**src/rtl/fetch_prefetch_queue_if.sv**
```systemverilog
// Fetch-stage bundle: redirect, instruction-memory request/response and decode slot.
// Handshakes: a transfer happens on a rising edge where valid & ready are both high; valid never waits on ready.
interface fetch_prefetch_queue_if #(
   parameter int PC_W    = 16,
   parameter int INSTR_W = 16
);
   logic               redirect;
   logic [PC_W-1:0]    redirect_tgt;
   logic               imem_req_valid;
   logic               imem_req_ready;
   logic [PC_W-1:0]    imem_req_addr;
   logic               imem_rsp_valid;
   logic [INSTR_W-1:0] imem_rsp_data;
   logic               out_valid;
   logic               out_ready;
   logic [PC_W-1:0]    out_pc;
   logic [INSTR_W-1:0] out_instr;

   modport master (
      input  redirect, redirect_tgt, imem_req_ready, imem_rsp_valid, imem_rsp_data, out_ready,
      output imem_req_valid, imem_req_addr, out_valid, out_pc, out_instr
   );

   modport slave (
      output redirect, redirect_tgt, imem_req_ready, imem_rsp_valid, imem_rsp_data, out_ready,
      input  imem_req_valid, imem_req_addr, out_valid, out_pc, out_instr
   );
endinterface

```
**src/rtl/fetch_prefetch_queue.sv**
```systemverilog
// Sequential-PC fetch with a DEPTH-entry prefetch queue, credit-limited requests and redirect squashing.
// Optional FETCH_BYPASS_EN: a live response is forwarded to decode in the same cycle when the queue is empty.
module fetch_prefetch_queue #(
   parameter int              PC_W     = 16,
   parameter int              INSTR_W  = 16,
   parameter int              DEPTH    = 4,
   parameter logic [PC_W-1:0] RESET_PC = '0
) (
   input  logic                       clk,
   input  logic                       rst_n,
   fetch_prefetch_queue_if.master     io_bus,
   output logic [$clog2(DEPTH):0]     o_dbg_inflight,
   output logic [$clog2(DEPTH):0]     o_dbg_discard,
   output logic [$clog2(DEPTH):0]     o_dbg_count
);
   localparam int AW = $clog2(DEPTH);
   localparam int CW = AW + 1;
   localparam logic [CW:0] DEPTH_C = (CW+1)'(DEPTH);

   logic [PC_W-1:0]    r_q_pc    [DEPTH];
   logic [INSTR_W-1:0] r_q_instr [DEPTH];
   logic [AW-1:0]      r_rd_ptr;
   logic [AW-1:0]      r_wr_ptr;
   logic [CW-1:0]      r_count;
   logic [CW-1:0]      r_inflight;
   logic [CW-1:0]      r_discard;
   logic [PC_W-1:0]    r_fetch_pc;
   logic [PC_W-1:0]    r_rsp_pc;

   logic               w_empty;
   logic               w_rsp_fire;
   logic               w_live_rsp;
   logic [CW:0]        w_credits_used;
   logic               w_req_valid;
   logic               w_req_fire;
   logic               w_bypass;
   logic               w_out_valid;
   logic               w_pop;
   logic               w_q_pop;
   logic               w_push;

   assign w_empty        = (r_count == '0);
   // A response with nothing outstanding is a protocol error and is dropped silently.
   assign w_rsp_fire     = io_bus.imem_rsp_valid && (r_inflight != '0);
   assign w_live_rsp     = w_rsp_fire && (r_discard == '0) && !io_bus.redirect;
   assign w_credits_used = {1'b0, r_count} + {1'b0, r_inflight};
   assign w_req_valid    = rst_n && !io_bus.redirect && (w_credits_used < DEPTH_C);
   assign w_req_fire     = w_req_valid && io_bus.imem_req_ready;

`ifdef FETCH_BYPASS_EN
   assign w_bypass = w_empty && w_live_rsp;
`else
   assign w_bypass = 1'b0;
`endif

   assign w_out_valid = !w_empty || w_bypass;
   assign w_pop       = w_out_valid && io_bus.out_ready;
   assign w_q_pop     = w_pop && !w_empty;
   assign w_push      = w_live_rsp && !(w_bypass && io_bus.out_ready);

   assign io_bus.imem_req_valid = w_req_valid;
   assign io_bus.imem_req_addr  = r_fetch_pc;
   assign io_bus.out_valid      = w_out_valid;
   assign io_bus.out_pc         = w_bypass ? r_rsp_pc : r_q_pc[r_rd_ptr];
   assign io_bus.out_instr      = w_bypass ? io_bus.imem_rsp_data : r_q_instr[r_rd_ptr];

   assign o_dbg_inflight = r_inflight;
   assign o_dbg_discard  = r_discard;
   assign o_dbg_count    = r_count;

   always_ff @(posedge clk or negedge rst_n) begin
      if (!rst_n) begin
         r_rd_ptr   <= '0;
         r_wr_ptr   <= '0;
         r_count    <= '0;
         r_inflight <= '0;
         r_discard  <= '0;
         r_fetch_pc <= RESET_PC;
         r_rsp_pc   <= RESET_PC;
      end else if (io_bus.redirect) begin
         // Every request still outstanding after this edge belongs to the old path.
         r_rd_ptr   <= '0;
         r_wr_ptr   <= '0;
         r_count    <= '0;
         r_fetch_pc <= io_bus.redirect_tgt;
         r_rsp_pc   <= io_bus.redirect_tgt;
         r_inflight <= r_inflight - CW'(w_rsp_fire);
         r_discard  <= r_inflight - CW'(w_rsp_fire);
      end else begin
         if (w_req_fire) begin
            r_fetch_pc <= r_fetch_pc + PC_W'(1);
         end
         r_inflight <= r_inflight + CW'(w_req_fire) - CW'(w_rsp_fire);
         if (w_rsp_fire && (r_discard != '0)) begin
            r_discard <= r_discard - CW'(1);
         end
         // rsp_pc tracks live responses, including ones handed straight to decode.
         if (w_live_rsp) begin
            r_rsp_pc <= r_rsp_pc + PC_W'(1);
         end
         if (w_push) begin
            r_wr_ptr <= r_wr_ptr + AW'(1);
         end
         if (w_q_pop) begin
            r_rd_ptr <= r_rd_ptr + AW'(1);
         end
         r_count <= r_count + CW'(w_push) - CW'(w_q_pop);
      end
   end

   always_ff @(posedge clk) begin
      if (w_push) begin
         r_q_pc[r_wr_ptr]    <= r_rsp_pc;
         r_q_instr[r_wr_ptr] <= io_bus.imem_rsp_data;
      end
   end
endmodule

```
**src/flat_wrapper.sv**
```systemverilog
// flat-port wrapper written by rule: the top's interface ports become plain ports
module fetch_prefetch_queue_flat 
#(
   parameter int              PC_W     = 16,
   parameter int              INSTR_W  = 16,
   parameter int              DEPTH    = 4,
   parameter logic [PC_W-1:0] RESET_PC = '0
)
  (clk, rst_n, o_dbg_inflight, o_dbg_discard, o_dbg_count, io_bus_redirect, io_bus_redirect_tgt, io_bus_imem_req_ready, io_bus_imem_rsp_valid, io_bus_imem_rsp_data, io_bus_out_ready, io_bus_imem_req_valid, io_bus_imem_req_addr, io_bus_out_valid, io_bus_out_pc, io_bus_out_instr);
  fetch_prefetch_queue_if #(.PC_W(PC_W), .INSTR_W(INSTR_W)) io_bus_i ();
  input  logic clk;
  input  logic rst_n;
  output logic [$clog2(DEPTH):0] o_dbg_inflight;
  output logic [$clog2(DEPTH):0] o_dbg_discard;
  output logic [$clog2(DEPTH):0] o_dbg_count;
  input wire logic [$bits(io_bus_i.redirect)-1:0] io_bus_redirect;
  input wire logic [$bits(io_bus_i.redirect_tgt)-1:0] io_bus_redirect_tgt;
  input wire logic [$bits(io_bus_i.imem_req_ready)-1:0] io_bus_imem_req_ready;
  input wire logic [$bits(io_bus_i.imem_rsp_valid)-1:0] io_bus_imem_rsp_valid;
  input wire logic [$bits(io_bus_i.imem_rsp_data)-1:0] io_bus_imem_rsp_data;
  input wire logic [$bits(io_bus_i.out_ready)-1:0] io_bus_out_ready;
  output wire logic [$bits(io_bus_i.imem_req_valid)-1:0] io_bus_imem_req_valid;
  output wire logic [$bits(io_bus_i.imem_req_addr)-1:0] io_bus_imem_req_addr;
  output wire logic [$bits(io_bus_i.out_valid)-1:0] io_bus_out_valid;
  output wire logic [$bits(io_bus_i.out_pc)-1:0] io_bus_out_pc;
  output wire logic [$bits(io_bus_i.out_instr)-1:0] io_bus_out_instr;
  assign io_bus_i.redirect = io_bus_redirect;
  assign io_bus_i.redirect_tgt = io_bus_redirect_tgt;
  assign io_bus_i.imem_req_ready = io_bus_imem_req_ready;
  assign io_bus_i.imem_rsp_valid = io_bus_imem_rsp_valid;
  assign io_bus_i.imem_rsp_data = io_bus_imem_rsp_data;
  assign io_bus_i.out_ready = io_bus_out_ready;
  assign io_bus_imem_req_valid = io_bus_i.imem_req_valid;
  assign io_bus_imem_req_addr = io_bus_i.imem_req_addr;
  assign io_bus_out_valid = io_bus_i.out_valid;
  assign io_bus_out_pc = io_bus_i.out_pc;
  assign io_bus_out_instr = io_bus_i.out_instr;
  fetch_prefetch_queue #(.PC_W(PC_W), .INSTR_W(INSTR_W), .DEPTH(DEPTH), .RESET_PC(RESET_PC)) u_core (.clk(clk), .rst_n(rst_n), .io_bus(io_bus_i), .o_dbg_inflight(o_dbg_inflight), .o_dbg_discard(o_dbg_discard), .o_dbg_count(o_dbg_count));
endmodule
```
**config.mk**
```make
export PLATFORM = sky130hd
export DESIGN_NAME = fetch_prefetch_queue_flat
export DESIGN_NICKNAME = d
export VERILOG_FILES = /design/src/rtl/fetch_prefetch_queue_if.sv /design/src/rtl/fetch_prefetch_queue.sv /design/src/flat_wrapper.sv
export SDC_FILE = /design/constraint.sdc
export NUM_CORES = 1
export LEC_CHECK = 0
export BUFFER_PORTS_ARGS = -buffer_cell sky130_fd_sc_hd__buf_2
export CAP_MARGIN = 20
export CORE_MARGIN = 5
export CORE_UTILIZATION = 45
export DETAILED_ROUTE_END_ITERATION = 10
export MAX_ROUTING_LAYER = met4
export PLACE_DENSITY_LB_ADDON = 0.05
export REMOVE_ABC_BUFFERS = 1
export SYNTH_ARGS = -nofsm -noshare
export SYNTH_HDL_FRONTEND = slang
export SYNTH_SLANG_ARGS = --single-unit
```
**constraint.sdc**
```tcl
create_clock -name clk -period 2.6 [get_ports clk]
set_input_delay 0.26 -clock clk [delete_from_list [all_inputs] [get_ports clk]]
set_output_delay 0.26 -clock clk [all_outputs]
set_load 0.05 [all_outputs]
```
# Word-level counts from Yosys, hierarchy flattened

Memory sizes are Yosys's and may differ from the RTL's.
Index checks and enable logic that the tools add are counted.

Register bits: 45
Memory bits (writable): 128
Bits of input ports: 38
Output and inout port bits: 59
Word-level logic and storage cells: 54
Memories kept: 2

Memory list:

| memory           | words | width | rd ports | clocked after Yosys merged registers in | wr ports | line                       | text |
|---|---|---|---|---|---|---|---|
| u_core.r_q_instr | 4     | 16    | 1        | 0                                       | 1        | fetch_prefetch_queue.sv:21 | `logic [INSTR_W-1:0] r_q_instr [DEPTH];` |
| u_core.r_q_pc    | 4     | 16    | 1        | 0                                       | 1        | fetch_prefetch_queue.sv:20 | `logic [PC_W-1:0] r_q_pc [DEPTH];` |

$add $sub $neg: 11
Magnitude comparators: 1
Multiplexer cells: 14
Reductions and logical operators: 19

Operators with widths:

| kind                                               | count |
|---|---|
| 2-to-1 mux 16 bit                                  | 4 |
| adder 16 x 1 -> 16 bit, second input constant      | 2 |
| 2-to-1 mux 3 bit                                   | 4 |
| logical AND 1 bit                                  | 9 |
| subtractor 3 x 1 -> 3 bit                          | 3 |
| 2-to-1 mux 2 bit                                   | 4 |
| nonzero test 2 bit                                 | 4 |
| adder 3 x 1 -> 3 bit                               | 2 |
| logical NOT 3 bit                                  | 2 |
| nonzero test 3 bit                                 | 2 |
| adder 2 x 1 -> 2 bit, second input constant        | 2 |
| adder 3 x 3 -> 4 bit                               | 1 |
| < comparator 4 x 3 -> 1 bit, second input constant | 1 |
| subtractor 3 x 1 -> 3 bit, second input constant   | 1 |
| logical NOT 1 bit                                  | 2 |
| 2-to-1 mux 1 bit                                   | 2 |

# Depth between registers and ports, before layout

Gate-level depths: netlist (run 1).

Depth in word-level cells: 7
Mapped depth: 10
Mapped depth without buffers: 9

# Worst setup path before layout (run 1)

No wires, ideal clock.

Kind: reg-to-reg
Start: reg u_core.r_inflight[1] (netlist: u_core.o_dbg_inflight[1])
End: mem u_core.r_q_instr[1][0] (enable)
Setup time: 392 ps
Arrival: 2285 ps
Data required time: 2208 ps
Slack: -77 ps
Stages on the path, launching flop included: 5
Buffers on the path: 1
Clock period less this slack: 2677 ps
Path through: dfrtp_1 -> o31ai_1 -> clkbuf_1 -> nor3_1 -> and2_1

Longest elaborated chain between the ends: 6

Ends and longest elaborated chain:

| item                                   | line                        | text |
|---|---|---|
| start, declared                        | fetch_prefetch_queue.sv:25  | `logic [CW-1:0] r_inflight;` |
| start signal, assigned                 | fetch_prefetch_queue.sv:87  | `r_inflight <= r_inflight - CW'(w_rsp_fire);` |
| start signal, assigned                 | fetch_prefetch_queue.sv:93  | `r_inflight <= r_inflight + CW'(w_req_fire) - CW'(w_rsp_fire);` |
| nonzero test 3 bit                     | fetch_prefetch_queue.sv:44  | `assign w_rsp_fire = io_bus.imem_rsp_valid && (r_inflight != '0);` |
| logical AND 1 bit                      | fetch_prefetch_queue.sv:44  |  |
| logical AND 1 bit (2 in series)        | fetch_prefetch_queue.sv:45  | `assign w_live_rsp = w_rsp_fire && (r_discard == '0) && !io_bus.redirect;` |
| 2-to-1 mux 1 bit                       | fetch_prefetch_queue.sv:112 | `if (w_push) begin` |
| 2-to-1 mux 1 bit (not written as such) | fetch_prefetch_queue.sv:114 | `r_q_instr[r_wr_ptr] <= io_bus.imem_rsp_data;` |
| end, declared                          | fetch_prefetch_queue.sv:21  |  |

No other way between the ends.

# Final worst setup path (run 1)

Start: reg u_core.r_inflight[2] (netlist: u_core.o_dbg_inflight[2])
End: reg u_core.r_fetch_pc[11] (netlist: u_core.io_bus.imem_req_addr[11])

Longest elaborated chain between the ends: 5

Ends and longest elaborated chain:

| item                         | line                       | text |
|---|---|---|
| adder 3 x 3 -> 4 bit         | fetch_prefetch_queue.sv:46 | `assign w_credits_used = {1'b0, r_count} + {1'b0, r_inflight};` |
| < comparator 4 x 3 -> 1 bit  | fetch_prefetch_queue.sv:47 | `assign w_req_valid = rst_n && !io_bus.redirect && (w_credits_used < DEPTH_C);` |
| logical AND 1 bit            | fetch_prefetch_queue.sv:47 |  |
| logical AND 1 bit            | fetch_prefetch_queue.sv:48 | `assign w_req_fire = w_req_valid && io_bus.imem_req_ready;` |
| nonzero test 2 bit (no line) | -                          |  |
| end signal, assigned         | fetch_prefetch_queue.sv:85 | `r_fetch_pc <= io_bus.redirect_tgt;` |
| end signal, assigned         | fetch_prefetch_queue.sv:91 | `r_fetch_pc <= r_fetch_pc + PC_W'(1);` |
| end, declared                | fetch_prefetch_queue.sv:27 | `logic [PC_W-1:0] r_fetch_pc;` |

No other way between the ends.
A chain may end at the register's enable or synchronous reset.

==> flow_metrics.tcl, run 1 <==
set metrics [dict create \
    drive_gt1_share_pct 31.6 \
    chipHeight_um 138 \
    fmax_mhz 416 \
    grt_max_degree 40 \
    grt_pass1_vias 4555 \
    stdcell_count 801 \
    synth_most_common_cell "edfxtp_1" \
    first_pass_iters 4 \
    yosys.area.top_type "edfxtp_1" \
    wl_met3_um 603 \
    async_flop_share_pct 26.0 \
    synthFlopType "edfxtp_1" \
    die-area_um2 18900 \
    slew_headroom_pct 64.9 \
    cp.required_ns 2.94 \
    leakagePower_nw 3.21 \
    wl_per_cell_um 18.6 \
    slew_viol_final 0 \
    cts_tree "built" \
    post-route-util_pct 55.3 \
    hold_viol_final 0 \
    synthTopCellsByCount "128 x edfxtp_1, 45 x dfrtp_1, 32 x mux4_2" \
    cap_violations 0 \
    status "complete, no violations" \
    num-nets-final 630 \
    arrival_ns 2.74 \
    dp_cells 770 \
    vias_per_cell 5.40 \
    cts_made_buffers 17 \
    ys_types 48 \
    yosysWarnings 0 \
    yosys_register_bits 173 \
    grt_overflow 0 \
    highest_layer "met4" \
    clock-sinks 173 \
    synth_area_leaders "edfxtp_1 52%, dfrtp_1 15%, mux4_2 9.8%" \
    vias 4325 \
    ys_seq_area_share_pct 67.8 \
    postSynthAreaPerCell_um2 15.9 \
    path_class "reg -> reg" \
    tightest_slew_ns 0.527 \
    hpwl_mm 9.87 \
    synth_edf_count 128 \
    io_buffers 96 \
    synth.cell_area_um2 7330 \
    hold_buffers 1 \
    cts_root_buffer "clkbuf_16" \
    postCtsSetupRepairBufs 0 \
    io_pins 97 \
    first_iter_violations 272 \
    hp-class "in -> reg" \
    fill_cells 1363 \
    syn_to_final_growth_pct 20.3 \
    grt_setup_unrepaired "false" \
    place_congestion 0.891 \
    crit_fanout 23 \
    core_area_um2 15900 \
    postCtsResizedCells 0 \
    grt_pass1_wl_mm 24.1 \
    ir_worst_vdd_uv 506 \
    htreeDepth 4 \
    fin_crit_sh_pct 92.4 \
    finalCriticalPeriod_ns 2.40 \
    finClkSkew_ns 0.0127 \
    die_w_um 138 \
    cts_buffer_depth 2 \
    route.detailed.drc 0 \
    wl_met2_mm 7.21 \
    finalWirelength_mm 14.9 \
    initial_core_util_pct 46.0 \
    antenna_found_initial 0 \
    clk_latency_ns 0.42 \
    antennaDiodeCount 0 \
    powerDensity_nw_per_um2 1000 \
    setup_violations 0 \
    crit_path_start_kind "register" \
    rows 46 \
    clk_pin_slew_worst_paths_ns 0.06 \
    ant_nets 0 \
    synth_top_cell_area_share_pct 52.4 \
    synthCells 462 \
    end_kind "register" \
    grt_use_total_pct 17.2 \
    wl_met1_mm 6.92 \
    timing.hold.ws_ns 0.0599 \
]
==> cells by family (layout without fill, tap and decap cells) <==
family | Yosys count | in the layout | share of synthesized area (%)
AOI/OAI and AO/OA | 63 | 63 | 5.72
xor gates and xnor gates | 19 | 19 | 2.27
adders and majority gates | 18 | 18 | 3.28
buffers and inverters | 38 | 161 | 2.13
DFF | 173 | 173 | 67.8
muxes | 33 | 33 | 9.97
and+or+nand+nor | 118 | 118 | 8.83
==> critical path, stage by stage (launching register included) <==
cell	delay, ns
dfrtp_1	0.44
ha_1	0.34
nor4b_2	0.42
nand4_1	0.19
buf_4	0.25
or4_1	0.51
a31oi_1	0.18
==> power by group <==
part / switching (W) / internal (W)
Clock: 0.000994 / 0.00160
Combinational: 0.00185 / 0.000936
Sequential: 0.000265 / 0.00319
==> stage by stage <==
step | worst slack [ns] | area [um^2] | power, W | setup TNS [ns]
2_1_floorplan | -0.642 | 7240 | 0.00557 | -13.72
3_3_place_gp | 0.251 | 8210 | 0.00632 | 0
3_5_place_dp | 0.202 | 8210 | 0.00635 | 0
4_1_cts | 0.185 | 8820 | 0.00895 | 0
5_1_grt | 0.0470 | 8820 | 0.00926 | 0
6_report | 0.199 | 8820 | 0.00884 | 0
==> per-layer routing <==
metal,vias up,global-route usage (%)
li1,2041,-
met1,2160,23.5
met2,114,26.1
met3,10,3.40
met4,0,5.43
met5,-,-
==> cell type report <==
type / count / area [um^2] / area share, %
clock buffers: 19 / 433 / 4.91
clock inverters: 11 / 168 / 1.90
inverters: 18 / 67.6 / 0.766
multi-input cells: 251 / 2210 / 25.0
flip-flops and latches: 173 / 4970 / 56.4
well taps: 216 / 270 / 3.07
repair buffers: 113 / 698 / 7.92
==> worst paths after layout <==
check                                                                 start                                     endpoint  slack (ns)  cells after the start
max in group asynchronous                                             rst_n               u_core.r_rd_ptr[0]$_DFFE_PN0P_        1.53                      3
worst min-delay path                                io_bus_imem_rsp_data[3]             u_core.r_q_instr[0][3]$_DFFE_PP_        0.06                      1
worst max-delay path                     u_core.o_dbg_inflight[2]$_DFF_PN0_  u_core.io_bus.imem_req_addr[11]$_DFFE_PN0P_        0.20                      6
worst max register to register           u_core.o_dbg_inflight[2]$_DFF_PN0_  u_core.io_bus.imem_req_addr[11]$_DFFE_PN0P_        0.20                      6
worst min register to register  u_core.io_bus.imem_req_addr[15]$_DFFE_PN0P_  u_core.io_bus.imem_req_addr[15]$_DFFE_PN0P_        0.53                      1
min in group asynchronous                                             rst_n           u_core.o_dbg_inflight[0]$_DFF_PN0_        0.24                      2
==> sequential cells by signal, summed over array words and instances, names as in the netlist <==
signal / cells
u_core.o_dbg_discard: 3
u_core.r_rd_ptr: 2
u_core.r_wr_ptr: 2
u_core.r_q_instr: 64
u_core.o_dbg_count: 3
u_core.r_q_pc: 64
u_core.r_rsp_pc: 16
u_core.io_bus.imem_req_addr: 16
u_core.o_dbg_inflight: 3
==> cell usage in the layout (no fill, tap or decap), types with 17 or more instances in the layout <==
cell type	n
edfxtp_1	128
inv_1	17
mux4_2	32
nand2_1	26
o21ai_0	23
nand3_1	18
nor2_1	17
dfrtp_1	44
clkbuf_16	17
buf_2	96
Note: power is estimated with default switching activity, not from simulation.
==> run 2, diff against run 1 <==
- CELL_PAD_IN_SITES_DETAIL_PLACEMENT: unset -> 0
- CELL_PAD_IN_SITES_GLOBAL_PLACEMENT: unset -> 1
==> run 2 against run 1 <==
Effect of this change:
- non-clock buffer count increased by 3
- count of clock-buffer cells in the layout fell by 2
- global-route usage about the same
- routed wire length rose by 0.79%
- largest cell class unchanged
- largest power group unchanged
- combinational power hardly changed
==> flow_metrics.tcl, run 2 (synthesis results as in run 1) <==
set metrics [dict create \
    grt_overflow 0 \
    ir_worst_vdd_uv 546 \
    final_area_um2 8790 \
    fmax_mhz 413 \
    hold_viol_final 0 \
    multiInputGateArea_um2 2210 \
    chipHeight_um 138 \
    grt_max_degree 41 \
    status "complete, no violations" \
    cts_tree "built" \
    finalCriticalPeriod_ns 2.42 \
    vias_per_cell 5.44 \
    cts_root_buffer "clkbuf_16" \
    dp_cells 773 \
    top_regs "u_core.r_q_instr: 64 flops, u_core.r_q_pc: 64 flops" \
    cts_buffer_depth 2 \
    grt_pass1_vias 4644 \
    hp-class "in -> reg" \
    clk_pin_slew_worst_paths_ns 0.07 \
    grtUsageMet1_pct 23.2 \
    final_cell_mix "128 x edfxtp_1, 96 x buf_2, 44 x dfrtp_1" \
    hpwl_mm 10.1 \
    antenna_found_initial 0 \
    core_area_um2 15900 \
    arrival_ns 2.76 \
    crit_fanout 23 \
    syn_to_final_growth_pct 20.0 \
    cts_made_buffers 17 \
    use_met2_pct 25.9 \
    wl_per_cell_um 18.6 \
    crit_path_start_kind "register" \
    slew_headroom_pct 63.8 \
    fin_crit_sh_pct 93.2 \
    end_kind "register" \
    cp.required_ns 2.93 \
    num-nets-final 633 \
    path_class "reg -> reg" \
    setup_tns_ns 0 \
    ant_nets 0 \
    first_iter_violations 234 \
    stdcell_count 806 \
    area.sequential_um2 4970 \
    cap_violations 0 \
    slew_viol_final 0 \
    die-area_um2 18900 \
    rows 46 \
    leakagePower_nw 3.23 \
    clk_latency_ns 0.42 \
    drive_gt1_share_pct 32.5 \
    die_w_um 138 \
    place_congestion 0.817 \
    finalWirelength_mm 15.0 \
    io_pins 97 \
    dp_slack_ns 0.167 \
    top_usage_layer "met2" \
    tightest_slew_ns 0.543 \
    dpl_cell_area_um2 8150 \
    route.detailed.drc 0 \
    grt_use_total_pct 17.2 \
    powerDensity_nw_per_um2 1010 \
    total_power_w 0.00885 \
    htreeDepth 4 \
    antennaDiodeCount 0 \
    grt_setup_unrepaired "false" \
    grt_pass1_wl_mm 24.2 \
    clock-sinks 173 \
    use_met3_pct 3.83 \
    critPathMaxStageDelay_ns 0.51 \
    finClkSkew_ns 0.0179 \
    fin_ws_ns 0.176 \
    fill_cells 1316 \
    first_pass_iters 4 \
    vias 4385 \
    layout_commonest_cell "edfxtp_1" \
    setup_violations 0 \
    initial_core_util_pct 46.0 \
    io_buffers 96 \
    crit_chain "ha_1 > nor4b_2 > nand4_1 > buf_4 > or4_1 > a31oi_1" \
    slowest_stage "or4_1" \
    postCtsSetupRepairBufs 0 \
]
run 2: changes by cell type in the layout (fill, tap and decap cells not counted):
| cell | previous run | this run |
|---|---|---|
| inv_6 | 2 | 5 |
| clkinv_2 | 2 | 0 |
| clkinv_8 | 0 | 1 |
| buf_12 | 7 | 1 |
| clkinvlp_4 | 1 | 0 |
| buf_4 | 9 | 18 |
| clkbuf_1 | 2 | 0 |
| bufinv_16 | 4 | 3 |
| inv_8 | 0 | 3 |
| clkinv_1 | 2 | 3 |
| o31ai_1 | 4 | 3 |
| o31ai_2 | 0 | 1 |
run 2: final cells by class:
cell class | instances | area share [%]
tap | 216 | 3.07
clock inverter | 15 | 2.28
inverter | 18 | 0.768
timing repair buffer | 116 | 7.34
multi-input combinational | 251 | 25.2
sequential | 173 | 56.5
clock buffer | 17 | 4.84
run 2: path summary, 6_finish.rpt:
kind | start | end | slack (ns) | cells after the start
max in group asynchronous | rst_n | u_core.r_rd_ptr[0]$_DFFE_PN0P_ | 1.55 | 3
max reg2reg | u_core.o_dbg_inflight[2]$_DFF_PN0_ | u_core.io_bus.imem_req_addr[9]$_DFFE_PN0P_ | 0.18 | 6
min in group asynchronous | rst_n | u_core.o_dbg_inflight[1]$_DFF_PN0_ | 0.22 | 2
min reg2reg | u_core.io_bus.imem_req_addr[15]$_DFFE_PN0P_ | u_core.io_bus.imem_req_addr[15]$_DFFE_PN0P_ | 0.52 | 1
min | io_bus_imem_rsp_data[3] | u_core.r_q_instr[2][3]$_DFFE_PP_ | 0.05 | 1
max | u_core.o_dbg_inflight[2]$_DFF_PN0_ | u_core.io_bus.imem_req_addr[9]$_DFFE_PN0P_ | 0.18 | 6
run 2: per-stage QoR:
step	util (%)	hold WS, ns
final	55.2	0.0516
after global routing	55.2	0.0325
after CTS	55.1	0.0325
after detailed placement	51.1	0.131
after global placement	51.1	0.127
after floorplan	-	-0.0356
run 2: report_power, final:
part / switching [W] / leakage (nW) / internal, W
Clock: 0.00109 / 0.307 / 0.00155
Combinational: 0.00187 / 1.22 / 0.000898
Sequential: 0.000249 / 1.70 / 0.00319
Total: 0.00321 / 3.23 / 0.00564
run 2: routing by layer:
metal	vias up	share of wire, %
li1	2048	-
met1	2208	46
met2	110	48
met3	19	4.2
met4	0	2.1
met5	-	0
run 2: what timing repair did:
| item | CTS | global route |
|---|---|---|
| setup endpoints to repair | 0 | 1 |
| endpoints found under the hold margin | 5 | 0 |
| hold buffers | 1 | 0 |
| gates resized for setup | 0 | 1 |
run 2: critical path, delay by kind of cell (launching register included):
kind                       cells  cell delay, ns
AOI/OAI and AO/OA              1            0.19
adders and majority gates      1            0.35
buffers and inverters          1            0.24
DFF                            1            0.45
and+or+nand+nor                3            1.11
==> run 3, diff against run 2 <==
- ABC_AREA: unset -> 1
- GPL_TIMING_DRIVEN: unset -> 0
==> run 3 against run 2 <==
Effect of this change:
- final area up 4.5%
- maximum frequency up 1.1%
- clock power down 7.6%
==> flow_metrics.tcl, run 3 <==
set metrics [dict create \
    layout_commonest_cell "edfxtp_1" \
    clk_pin_slew_worst_paths_ns 0.06 \
    rows 47 \
    final_area_um2 9190 \
    initial_core_util_pct 46.0 \
    cp.required_ns 2.34 \
    synth.cell_area_um2 7690 \
    setup_violations 0 \
    crit_fanout 64 \
    vias 5390 \
    stdcell_count 1034 \
    yosys_register_bits 173 \
    synthCells 697 \
    p_int_w 0.00550 \
    slew_headroom_pct 39.5 \
    hp-class "in -> reg" \
    clk_latency_ns 0.42 \
    yosysWarnings 0 \
    status "complete, no violations" \
    path_buf_inv 3 \
    hold_viol_final 0 \
    fin_crit_sh_pct 92.2 \
    comb_power_share_pct 33.9 \
    first_pass_iters 5 \
    yosys.area.top_type "edfxtp_1" \
    antennaDiodeCount 0 \
    arrival_ns 2.14 \
    place_congestion 0.857 \
    antenna_found_initial 0 \
    power_frac_clock_pct 26.6 \
    grt_max_degree 65 \
    dpl_cell_area_um2 8520 \
    crit_path_start_kind "register" \
    dp_cells 994 \
    final_cell_mix "128 x edfxtp_1, 113 x nand2_1, 96 x buf_2" \
    cts_root_buffer "clkbuf_16" \
    switching_share_pct 40.1 \
    synthFlopType "edfxtp_1" \
    synth_area_leaders "edfxtp_1 50%, dfrtp_1 15%, nand2_1 5.5%" \
    cts_made_buffers 17 \
    cts_buffer_depth 2 \
    ir_worst_vdd_uv 515 \
    crit_chain "buf_12 > inv_8 > o21ai_0 > o22ai_1 > buf_2" \
    finClkSkew_ns 0.0113 \
    synth_edf_count 128 \
    powerDensity_nw_per_um2 999 \
    leakagePower_nw 3.62 \
    synthTopCellsByCount "128 x edfxtp_1, 113 x nand2_1, 95 x nor2_1" \
    fin_ws_ns 0.202 \
    slowest_stage "dfrtp_2" \
    ys_seq_area_share_pct 64.6 \
    grt_pass1_vias 5391 \
    postSynthAreaPerCell_um2 11.0 \
    critPathMaxStageDelay_ns 0.54 \
    path_delay_family "buffers and inverters" \
    vias_per_cell 5.21 \
    ant_nets 0 \
    timing.hold.ws_ns 0.0466 \
    fill_cells 1487 \
    chipHeight_um 141 \
    core_area_um2 16700 \
    wl_per_cell_um 16.6 \
    cts_tree "built" \
    area.sequential_um2 4970 \
    multiInputGateArea_um2 2450 \
    io_buffers 96 \
    drive_gt1_share_pct 21.3 \
    post-route-util_pct 55.0 \
    finalWirelength_mm 17.2 \
    seqPwrFrac_pct 39.5 \
    grt_pass1_wl_mm 27.4 \
    path_class "reg -> out" \
    tightest_slew_ns 0.906 \
    cap_violations 0 \
    slew_viol_final 0 \
    io_pins 97 \
    finalCriticalPeriod_ns 2.40 \
    num-nets-final 858 \
    hpwl_mm 11.3 \
    route.detailed.drc 0 \
    htreeDepth 4 \
    end_kind "output pin" \
    grt_setup_unrepaired "false" \
    grt_use_total_pct 18.2 \
    ys_types 37 \
    syn_to_final_growth_pct 19.5 \
    die_w_um 141 \
    first_iter_violations 225 \
    top_regs "u_core.r_q_instr: 64 flops, u_core.r_q_pc: 64 flops" \
    clock-sinks 173 \
    async_flop_share_pct 26.0 \
    synth_most_common_cell "edfxtp_1" \
    fmax_mhz 417 \
    die-area_um2 19800 \
    dp_slack_ns -0.0815 \
    p_sw_w 0.00368 \
    grt_overflow 0 \
    synth_top_cell_area_share_pct 50.0 \
]
-- run 3: cell types whose count changed after synthesis, moves of 11 or more --
cell / before / now
nand2_1: 26 / 113
nor2_1: 17 / 95
o21ai_0: 23 / 77
mux4_2: 32 / 0
o22ai_1: 0 / 32
nand3_1: 18 / 44
inv_1: 17 / 41
a31oi_1: 12 / 1
-- run 3: power groups by stage --
| stage | logic (W) | clock network, W | registers (W) |
|---|---|---|---|
| after floorplan | 0.00187 | 0 | 0.00402 |
| after global placement | 0.00293 | 0 | 0.00374 |
| after detailed placement | 0.00312 | 0 | 0.00368 |
| after CTS | 0.00314 | 0.00249 | 0.00362 |
| after global routing | 0.00338 | 0.00263 | 0.00367 |
| final | 0.00311 | 0.00244 | 0.00363 |
-- run 3: metal layers --
layer  track usage (%)  wire length [um]  part of all wire (%)
met1              23.4              7840                    46
met2              29.6              8460                    49
met3              3.18               685                   4.0
met4              6.12               196                   1.1
met5                 -                 0                     0
-- run 3: final timing paths --
kind / startpoint / to / slack (ns) / cells after the start
min: io_bus_imem_rsp_data[12] / u_core.r_q_instr[1][12]$_DFFE_PP_ / 0.05 / 1
min in group asynchronous: rst_n / u_core.io_bus.imem_req_addr[13]$_DFFE_PN0P_ / 0.32 / 2
min reg2reg: u_core.o_dbg_discard[2]$_DFFE_PN0P_ / u_core.o_dbg_discard[2]$_DFFE_PN0P_ / 0.56 / 2
max reg2reg: u_core.o_dbg_discard[0]$_DFFE_PN0P_ / u_core.r_q_pc[3][10]$_DFFE_PP_ / 0.28 / 7
max: u_core.r_rd_ptr[0]$_DFFE_PN0P_ / io_bus_out_pc[6] / 0.20 / 5
max in group asynchronous: rst_n / u_core.r_wr_ptr[1]$_DFFE_PN0P_ / 1.74 / 3
-- run 3: per-stage QoR --
stage               TNS (ns)  power, W
floorplan             -87.99   0.00589
global placement     -263.57   0.00667
detailed placement     -1.63   0.00680
CTS                 -0.00872   0.00926
global route               0   0.00968
finish                     0   0.00918
-- run 3: layout make-up --
| class | count | share of cell area, % |
|---|---|---|
| sequential | 173 | 54.1 |
| multi-input combinational | 454 | 26.7 |
| tap | 220 | 3.00 |
| clock inverter | 14 | 1.59 |
| timing repair buffer | 113 | 8.12 |
| clock buffer | 17 | 4.63 |
| inverter | 43 | 1.88 |
-- run 3: logic make-up after synthesis --
group | count (synthesis) | share of synthesized area, %
AO/OA/AOI/OAI | 134 | 9.65
adder cells (fa/ha/maj) | 18 | 3.12
AND/OR/NAND/NOR | 284 | 16.6
XOR/XNOR | 18 | 2.05
flip-flops | 173 | 64.6
buffers and inverters | 70 | 3.89
-- run 3: repair_timing --
item,in CTS,in global routing
pin swaps,3,2
gates cloned,0,0
setup endpoints to repair,92,25
hold buffers,1,0
endpoints found under the hold margin,15,0
setup buffers,5,3
resized for setup,4,1
